$ cat src/rtl/avst_adder_arb_pkg.sv
// Shared types and defaults for the round-robin adder arbiter.
package avst_adder_arb_pkg;

  localparam int N_REQ_DEF = 4;
  localparam int DW_DEF    = 8;

  typedef enum logic [1:0] {
    IDLE = 2'd0,
    FWD  = 2'd1,
    RSP  = 2'd2
  } arb_state_e;

  // Increment with wrap-around at n, used to advance the round-robin pointer.
  function automatic int wrap_inc(input int v, input int n);
    return (v + 1 >= n) ? 0 : v + 1;
  endfunction

endpackage

$ cat src/rtl/avst_adder_arb_rr_pick.sv
// Combinational round-robin selector: first asserted request at or above
// the pointer, wrapping around to index 0.
module avst_adder_arb_rr_pick #(
  parameter  int N_REQ = 4,
  localparam int IW    = $clog2(N_REQ)
) (
  input  logic [N_REQ-1:0] req_i,
  input  logic [IW-1:0]    ptr_i,
  output logic [IW-1:0]    idx_o,
  output logic             any_o
);

  // Scan from the farthest offset down so the nearest hit above ptr_i wins.
  always_comb begin
    idx_o = '0;
    any_o = |req_i;
    for (int k = N_REQ - 1; k >= 0; k--) begin
      int j;
      j = int'(ptr_i) + k;
      if (j >= N_REQ) j = j - N_REQ;
      if (req_i[IW'(j)]) idx_o = IW'(j);
    end
  end

endmodule

$ cat src/rtl/avst_adder_arb.sv
// Round-robin arbiter sharing one streaming adder among N_REQ requesters.
// A grant covers one whole packet: input beats are forwarded to the adder,
// then the adder's result beats are routed back to the same requester.
module avst_adder_arb
  import avst_adder_arb_pkg::*;
#(
  parameter  int N_REQ = N_REQ_DEF,
  parameter  int DW    = DW_DEF,
  localparam int GW    = $clog2(N_REQ)
) (
  input  logic                clk,
  input  logic                reset,
  input  logic [N_REQ*DW-1:0] req_data,
  input  logic [N_REQ-1:0]    req_end,
  input  logic [N_REQ-1:0]    req_valid,
  output logic [N_REQ-1:0]    req_ready,
  output logic [DW-1:0]       rsp_data,
  output logic                rsp_end,
  output logic [N_REQ-1:0]    rsp_valid,
  input  logic [N_REQ-1:0]    rsp_ready,
  output logic [DW-1:0]       add_data,
  output logic                add_end,
  output logic                add_valid,
  input  logic                add_ready,
  input  logic [DW-1:0]       res_data,
  input  logic                res_end,
  input  logic                res_valid,
  output logic                res_ready,
  output logic [GW-1:0]       grant_id,
  output logic                busy
);

  arb_state_e    state_q, state_d;
  logic [GW-1:0] grant_id_q, grant_id_d;
  logic [GW-1:0] rr_ptr_q, rr_ptr_d;

  logic [GW-1:0] pick_idx;
  logic          pick_any;

  logic [DW-1:0] gnt_data;
  logic          gnt_end;
  logic          gnt_valid;
  logic          gnt_rsp_ready;

  avst_adder_arb_rr_pick #(
    .N_REQ (N_REQ)
  ) u_rr_pick (
    .req_i (req_valid),
    .ptr_i (rr_ptr_q),
    .idx_o (pick_idx),
    .any_o (pick_any)
  );

  // Select the granted requester's input stream and its result-ready bit.
  always_comb begin
    gnt_data      = '0;
    gnt_end       = 1'b0;
    gnt_valid     = 1'b0;
    gnt_rsp_ready = 1'b0;
    for (int i = 0; i < N_REQ; i++) begin
      if (grant_id_q == GW'(i)) begin
        gnt_data      = req_data[i*DW +: DW];
        gnt_end       = req_end[i];
        gnt_valid     = req_valid[i];
        gnt_rsp_ready = rsp_ready[i];
      end
    end
  end

  // Steer handshakes by state; everything idles at zero outside its phase,
  // which also makes every output zero while reset holds the FSM in IDLE.
  always_comb begin
    req_ready = '0;
    add_data  = '0;
    add_end   = 1'b0;
    add_valid = 1'b0;
    rsp_data  = '0;
    rsp_end   = 1'b0;
    rsp_valid = '0;
    res_ready = 1'b0;
    case (state_q)
      FWD: begin
        add_data             = gnt_data;
        add_end              = gnt_end;
        add_valid            = gnt_valid;
        req_ready[grant_id_q] = add_ready;
      end
      RSP: begin
        rsp_data              = res_data;
        rsp_end               = res_end;
        rsp_valid[grant_id_q] = res_valid;
        res_ready             = gnt_rsp_ready;
      end
      default: ;
    endcase
  end

  // Next-state: grant in IDLE, leave FWD on the last input beat, leave RSP
  // on the last result beat and move the pointer past the served port.
  always_comb begin
    state_d    = state_q;
    grant_id_d = grant_id_q;
    rr_ptr_d   = rr_ptr_q;
    case (state_q)
      IDLE: begin
        if (pick_any) begin
          grant_id_d = pick_idx;
          state_d    = FWD;
        end
      end
      FWD: begin
        if (gnt_valid && add_ready && gnt_end) state_d = RSP;
      end
      RSP: begin
        if (res_valid && gnt_rsp_ready && res_end) begin
          state_d  = IDLE;
          rr_ptr_d = GW'(wrap_inc(int'(grant_id_q), N_REQ));
        end
      end
      default: state_d = IDLE;
    endcase
  end

  // State registers; an asserted reset aborts any packet in flight.
  always_ff @(posedge clk or negedge reset) begin
    if (!reset) begin
      state_q    <= IDLE;
      grant_id_q <= '0;
      rr_ptr_q   <= '0;
    end else begin
      state_q    <= state_d;
      grant_id_q <= grant_id_d;
      rr_ptr_q   <= rr_ptr_d;
    end
  end

  assign grant_id = grant_id_q;
  assign busy     = (state_q != IDLE);

endmodule

$ cat config.mk
export PLATFORM = sky130hd
export DESIGN_NAME = avst_adder_arb
export DESIGN_NICKNAME = d
export VERILOG_FILES = /design/src/rtl/avst_adder_arb_pkg.sv /design/src/rtl/avst_adder_arb_rr_pick.sv /design/src/rtl/avst_adder_arb.sv
export SDC_FILE = /design/constraint.sdc
export NUM_CORES = 1
export LEC_CHECK = 0
export ABC_AREA = 1
export CORE_ASPECT_RATIO = 1.4
export CORE_UTILIZATION = 35
export CTS_CLUSTER_SIZE = 10
export DETAILED_ROUTE_END_ITERATION = 10
export GPL_TIMING_DRIVEN = 1
export MAX_ROUTING_LAYER = met4
export PLACE_DENSITY = 0.88
export SETUP_SLACK_MARGIN = 0.05
export SKIP_CTS_REPAIR_TIMING = 1
export SYNTH_ARGS = -nofsm -noshare
export SYNTH_HDL_FRONTEND = slang
export SYNTH_HIERARCHICAL = 1
export SYNTH_SLANG_ARGS = --single-unit
$ cat constraint.sdc
create_clock -name clk -period 2.3 [get_ports clk]
set_input_delay 0.23 -clock clk [delete_from_list [all_inputs] [get_ports clk]]
set_output_delay 0.23 -clock clk [all_outputs]
set_load 0.03 [all_outputs]
# After elaboration in Yosys (flattened, before gate mapping)
# Cells that the tools add are included.
op_classes:
  add_sub_neg: 8
  n_lt_le_gt_ge: 11
  eq_ne: 8
  n_mux: 51
  n_bitwise: 2
  reduce_logical: 12
ops:
  columns: ["op", "n"]
  rows:
  - ["$mux W8", 6]
  - ["$mux W1", 25]
  - ["$mux W2", 12]
  - ["$lt A2 B4 Y1 const B", 4]
  - ["$ge A3 B3 Y1 const B", 4]
  - ["$and A4 B4 Y4", 2]
  - ["$bmux W1 S2", 4]
  - ["$mux W4", 2]
  - ["$sub A2 B1 Y2 const B", 4]
  - ["$add A2 B1 Y3 const B", 2]
  - ["$add A2 B2 Y3 const B", 2]
  - ["$eq A2 B2 Y1 const B", 3]
  - ["$ne A2 B2 Y1 const B", 3]
  - ["$pmux W2 S3", 1]
  - ["$logic_and A1 B1 Y1", 5]
  - ["$eq A2 B1 Y1 const B", 2]
  - ["$logic_not A2 Y1", 2]
  - ["$reduce_and A2 Y1", 2]
  - ["$reduce_or A4 Y1", 1]
  - ["$ge A2 B3 Y1 const B", 1]
  - ["$lt A2 B3 Y1 const B", 1]
  - ["$reduce_and A3 Y1", 1]
  - ["$demux W1 S2", 1]
  - ["$ge A2 B1 Y1 const B", 1]
  - ["$reduce_bool A2 Y1", 1]
totals:
  ff_bits: 6
  in_bits: 57
  elab_cells: 95

# Depth between registers and ports, before layout
logic_depth:
  word_depth: 10
  depth_mapped: 12

# By module
# The synthesis kept the hierarchy.
modules_own_cells:
  columns: ["mod", "n_inst", "cells_per_inst", "area_per_inst_um2"]
  rows:
  - ["avst_adder_arb", 1, 158, 908.4]
  - ["avst_adder_arb_rr_pick", 1, 46, 188.9]

# Worst setup path before layout
# No wires, ideal clock.
synth_path:
  path_kind: "reg2out"
  start: "register grant_id_q[1] (netlist: grant_id[1])"
  end: "output add_data[1]"
  arrival_ns: 1.840
  path_slack_ns: 0.230
  stages_incl_launch_ff: 9
  path_cell_list: "dfrtp_1 -> inv_1 -> ha_1 -> inv_2 -> buf_4 -> nor2_1 -> o21ai_0 -> o21ai_0 -> a21oi_1"
synth_via:
  elab_chain_cells: 6
  elab_cells_between_ends: 9
  classes_between: "3 x eq/ne; 5 x mux; 1 x reduce/logical"
synth_rtl:
  columns: ["element", "line", "rtl"]
  rows:
  - ["start, declared", "avst_adder_arb.sv:34", "logic [GW-1:0] grant_id_q, grant_id_d;"]
  - ["start signal, assigned", "avst_adder_arb.sv:132", "grant_id_q <= grant_id_d;"]
  - ["$logic_not A2 Y1", "avst_adder_arb.sv:61", "if (grant_id_q == GW'(i)) begin"]
  - ["$mux W8 (3 in a row)", "avst_adder_arb.sv:61", null]
  - ["$mux W8 (*)", "avst_adder_arb.sv:61", null]
  - ["$mux W8 (*)", "avst_adder_arb.sv:81", "case (state_q)"]
  - ["end, declared", "avst_adder_arb.sv:21", "output logic [DW-1:0] add_data,"]
# Every way passes the cells marked *; elsewhere a longest branch is shown, timed or not.

# Final worst setup path
layout_path:
  start: "register grant_id_q[1] (netlist: grant_id[1])"
  end: "output req_ready[3]"
layout_via:
  elab_chain_cells: 6
  elab_cells_between_ends: 7
  classes_between: "2 x order compare; 3 x mux; 1 x bitwise; 1 x reduce/logical"
layout_rtl:
  columns: ["element", "line", "rtl"]
  rows:
  - ["$lt A2 B3 Y1 (implied by the code) / $ge A2 B1 Y1 (equally long branches)", "avst_adder_arb.sv:86", "req_ready[grant_id_q] = add_ready;"]
  - ["$logic_and A1 B1 Y1 (implied by the code)", "avst_adder_arb.sv:86", null]
  - ["$mux W1 (implied by the code)", "avst_adder_arb.sv:86", null]
  - ["$demux W1 S2 (*)", "avst_adder_arb.sv:86", null]
  - ["$and A4 B4 Y4 (no source line) (*)", null, null]
  - ["$mux W4 (*)", "avst_adder_arb.sv:81", null]
  - ["end, declared", "avst_adder_arb.sv:16", "output logic [N_REQ-1:0] req_ready,"]
# Marked as above.

==> run_results.csv <==
group,metric,value,unit
die,die_h,68.3,um
critical_path,r2r_slack,0.54,ns
logic_synthesis,synth_ff_type,"dfrtp_1",
critical_path,r2r-start,"grant_id[0]$_DFFE_PN0P_",
grt,grt_pass1_wl,5.92,mm
logic_synthesis,synth.most_common_cell,"nand2_1",
die,start_util,37.4,%
sta,setup_viol,0,
cts,tritoncts,"yes",
drt,num_vias,1562,
sta,hold_violations,0,
logic_synthesis,synth_top_cell_by_area,"nand2_1",
sta,slew_viol_final,0,
final_layout,syn_to_final_growth,84.7,%
final_layout,diodes,0,
placed_design,place.gp.congestion,0.838,
drt,drc,0,
logic_synthesis,synthTopCellsByCount,"47 x nand2_1, 34 x nor2_1, 26 x inv_1",
logic_synthesis,synthTopCellsByArea,"nand2_1 16%, dfrtp_1 14%, nor2_1 12%, a21oi_1 9.1%, o21ai_0 9.1%",
sta,maxSlewHeadroom,76.6,%
pwr,leakagePower,1.02,nW
cts,h-tree-depth,1,
grt,grt_pass1_vias,1385,
sta,rsz0062_at_grt,"false",
critical_path,arrival,1.94,ns
critical_path,cp-startpoint,"grant_id[1]$_DFFE_PN0P_",
drt,drt_iter0_drc,25,
sta,min_period,2.17,ns
final_layout,design_area,2030,um2
logic_synthesis,synth-seq-area-share,13.7,%
placed_design,dp_hpwl,3.25,mm
sta,fin_crit_sh,94.2,%
sta,finalSetupTns,0,ns
drt,vias_per_cell,4.73,
run,cap_violations,0,
logic_synthesis,yosys_register_bits,6,
grt,antenna_found_initial,0,
cts,cts_num_sinks,6,
sta,tightest_slew,0.349,ns
cts,clock_latency,0.23,ns
die,fp-row-count,23,
drt,dr.pass1.iters,4,
final_layout,drive_gt1_share,12.6,%
sta,finalClockSkew,0.000794,ns
pwr,p_per_area,1250,nW/um2
logic_synthesis,synth_warnings,6,
placed_design,dp_cells,326,
final_layout,stdcell_count,330,
final_layout,final_nets,356,
cts,cts_made_buffers,3,
logic_synthesis,async_flop_share,100,%
critical_path,cp_data_required_time,2.07,ns
logic_synthesis,syn_avg_cell_area,5.38,um2
logic_synthesis,synth_cells,204,
critical_path,critPathKind,"register to primary output",
logic_synthesis,synth-edff-count,0,
cts,cts_root_buf,"clkbuf_8",
logic_synthesis,yosysTopAreaCellShare,16.1,%
critical_path,r2r-end,"rr_ptr_q[0]$_DFFE_PN0P_",
drt,antenna_left,0,
die,die_area,3370,um2
sta,max_freq,462,MHz
critical_path,cp-endpoint,"req_ready[3]",
grt,grt_max_degree,22,
grt,grt_usage,23.8,%
die,fp.dieW,49.3,um
logic_synthesis,synth_fp_nets,265,
die,core,2940,um2
min_path,hold_class,"input port to asynchronous set/reset pin",
cts,clk_pin_slew,0.04,ns
logic_synthesis,ys_types,24,
sta,whs,0.245,ns
pwr,vdd_drop_max,0.866,mV
critical_path,startpoint_type,"register",
placed_design,dpl-instance-area,1970,um2
critical_path,cp_max_fo,21,
grt,gr-total-overflow,0,
placed_design,port_buffers,87,
die,floorplan.io_pins,88,
cts,clockBufferDepth,2,
outcome,status,"completed",
critical_path,crit_path_end_kind,"primary output",
logic_synthesis,syn_area,1100,um2
drt,wl,3.97,mm
drt,routedWlPerCell,12.0,um
critical_path,reg2reg_depth,12,
## cells by family after synthesis
group	share of synthesized area, %
and+or+nand+nor	42.2
AOI/OAI and AO/OA	22.8
buffers and inverters	16.8
DFF	13.7
adders and majority gates	4.56
## critical path, stage by stage (launching register included)
cell and delay (ns):
dfrtp_1 0.36, buf_4 0.14, ha_1 0.24, inv_2 0.26, nor2_1 0.09, clkdlybuf4s50_1 0.61
## registers in the layout, summed over array words and instances (netlist names)
signal and flops:
state_q 2, rr_ptr_q 2, grant_id 2
## routing by layer
layer	up-vias	global-route usage, %	routed length (um)
li1	821	-	-
met1	668	23.9	1570
met2	69	45.4	2020
met3	4	4.67	340
met4	0	9.19	46
met5	-	-	0
## per-stage QoR
stage	worst slack [ns]	utilization (%)	total power, W
after floorplan	0.230	-	0.00166
after global placement	0.275	67.1	0.00234
after detailed placement	0.229	67.1	0.00236
after CTS	-0.0139	68.5	0.00253
after global routing	0.0416	69.1	0.00275
final	0.134	69.1	0.00253
## report_power, final
group	leakage (nW)	total [W]	switching, W	internal (W)
logic	0.926	0.00218	0.00135	0.000827
registers	0.0747	0.000192	0.0000435	0.000149
clock network	0.0216	0.000161	0.0000486	0.000113
total	1.02	0.00253	0.00145	0.00109
## area by class of cell
cell class,count,area (um2)
sequential,6,150
fill,281,908
multi-input combinational,158,763
inverter,32,120
tap,37,46.3
timing repair buffer,94,906
clock buffer,3,41.3
## worst min-delay path by stage
stage | startpoint | end | slack [ns] | cells after the start
after floorplan | reset | grant_id[0]$_DFFE_PN0P_ | -0.07 | 0
after global placement | reset | state_q[0]$_DFFE_PN0P_ | 0.49 | 1
after detailed placement | reset | state_q[0]$_DFFE_PN0P_ | 0.49 | 1
after CTS | reset | state_q[0]$_DFFE_PN0P_ | 0.25 | 1
after global routing | reset | grant_id[1]$_DFFE_PN0P_ | 0.27 | 1
final | reset | rr_ptr_q[1]$_DFFE_PN0P_ | 0.24 | 1
## layout by cell type (no fill, tap or decap), drive strengths merged, types with 2 or more instances in the layout
| cell | count |
|---|---|
| nor2 | 37 |
| ha | 4 |
| o21ai | 26 |
| or2 | 3 |
| nand4 | 2 |
| buf | 17 |
| dfrtp | 6 |
| a21oi | 21 |
| clkdlybuf4s50 | 74 |
| clkbuf | 3 |
| nand2 | 49 |
| nand3 | 14 |
| inv | 32 |
| dlymetal6s2s | 3 |
Power figures use the tool's default switching activity.
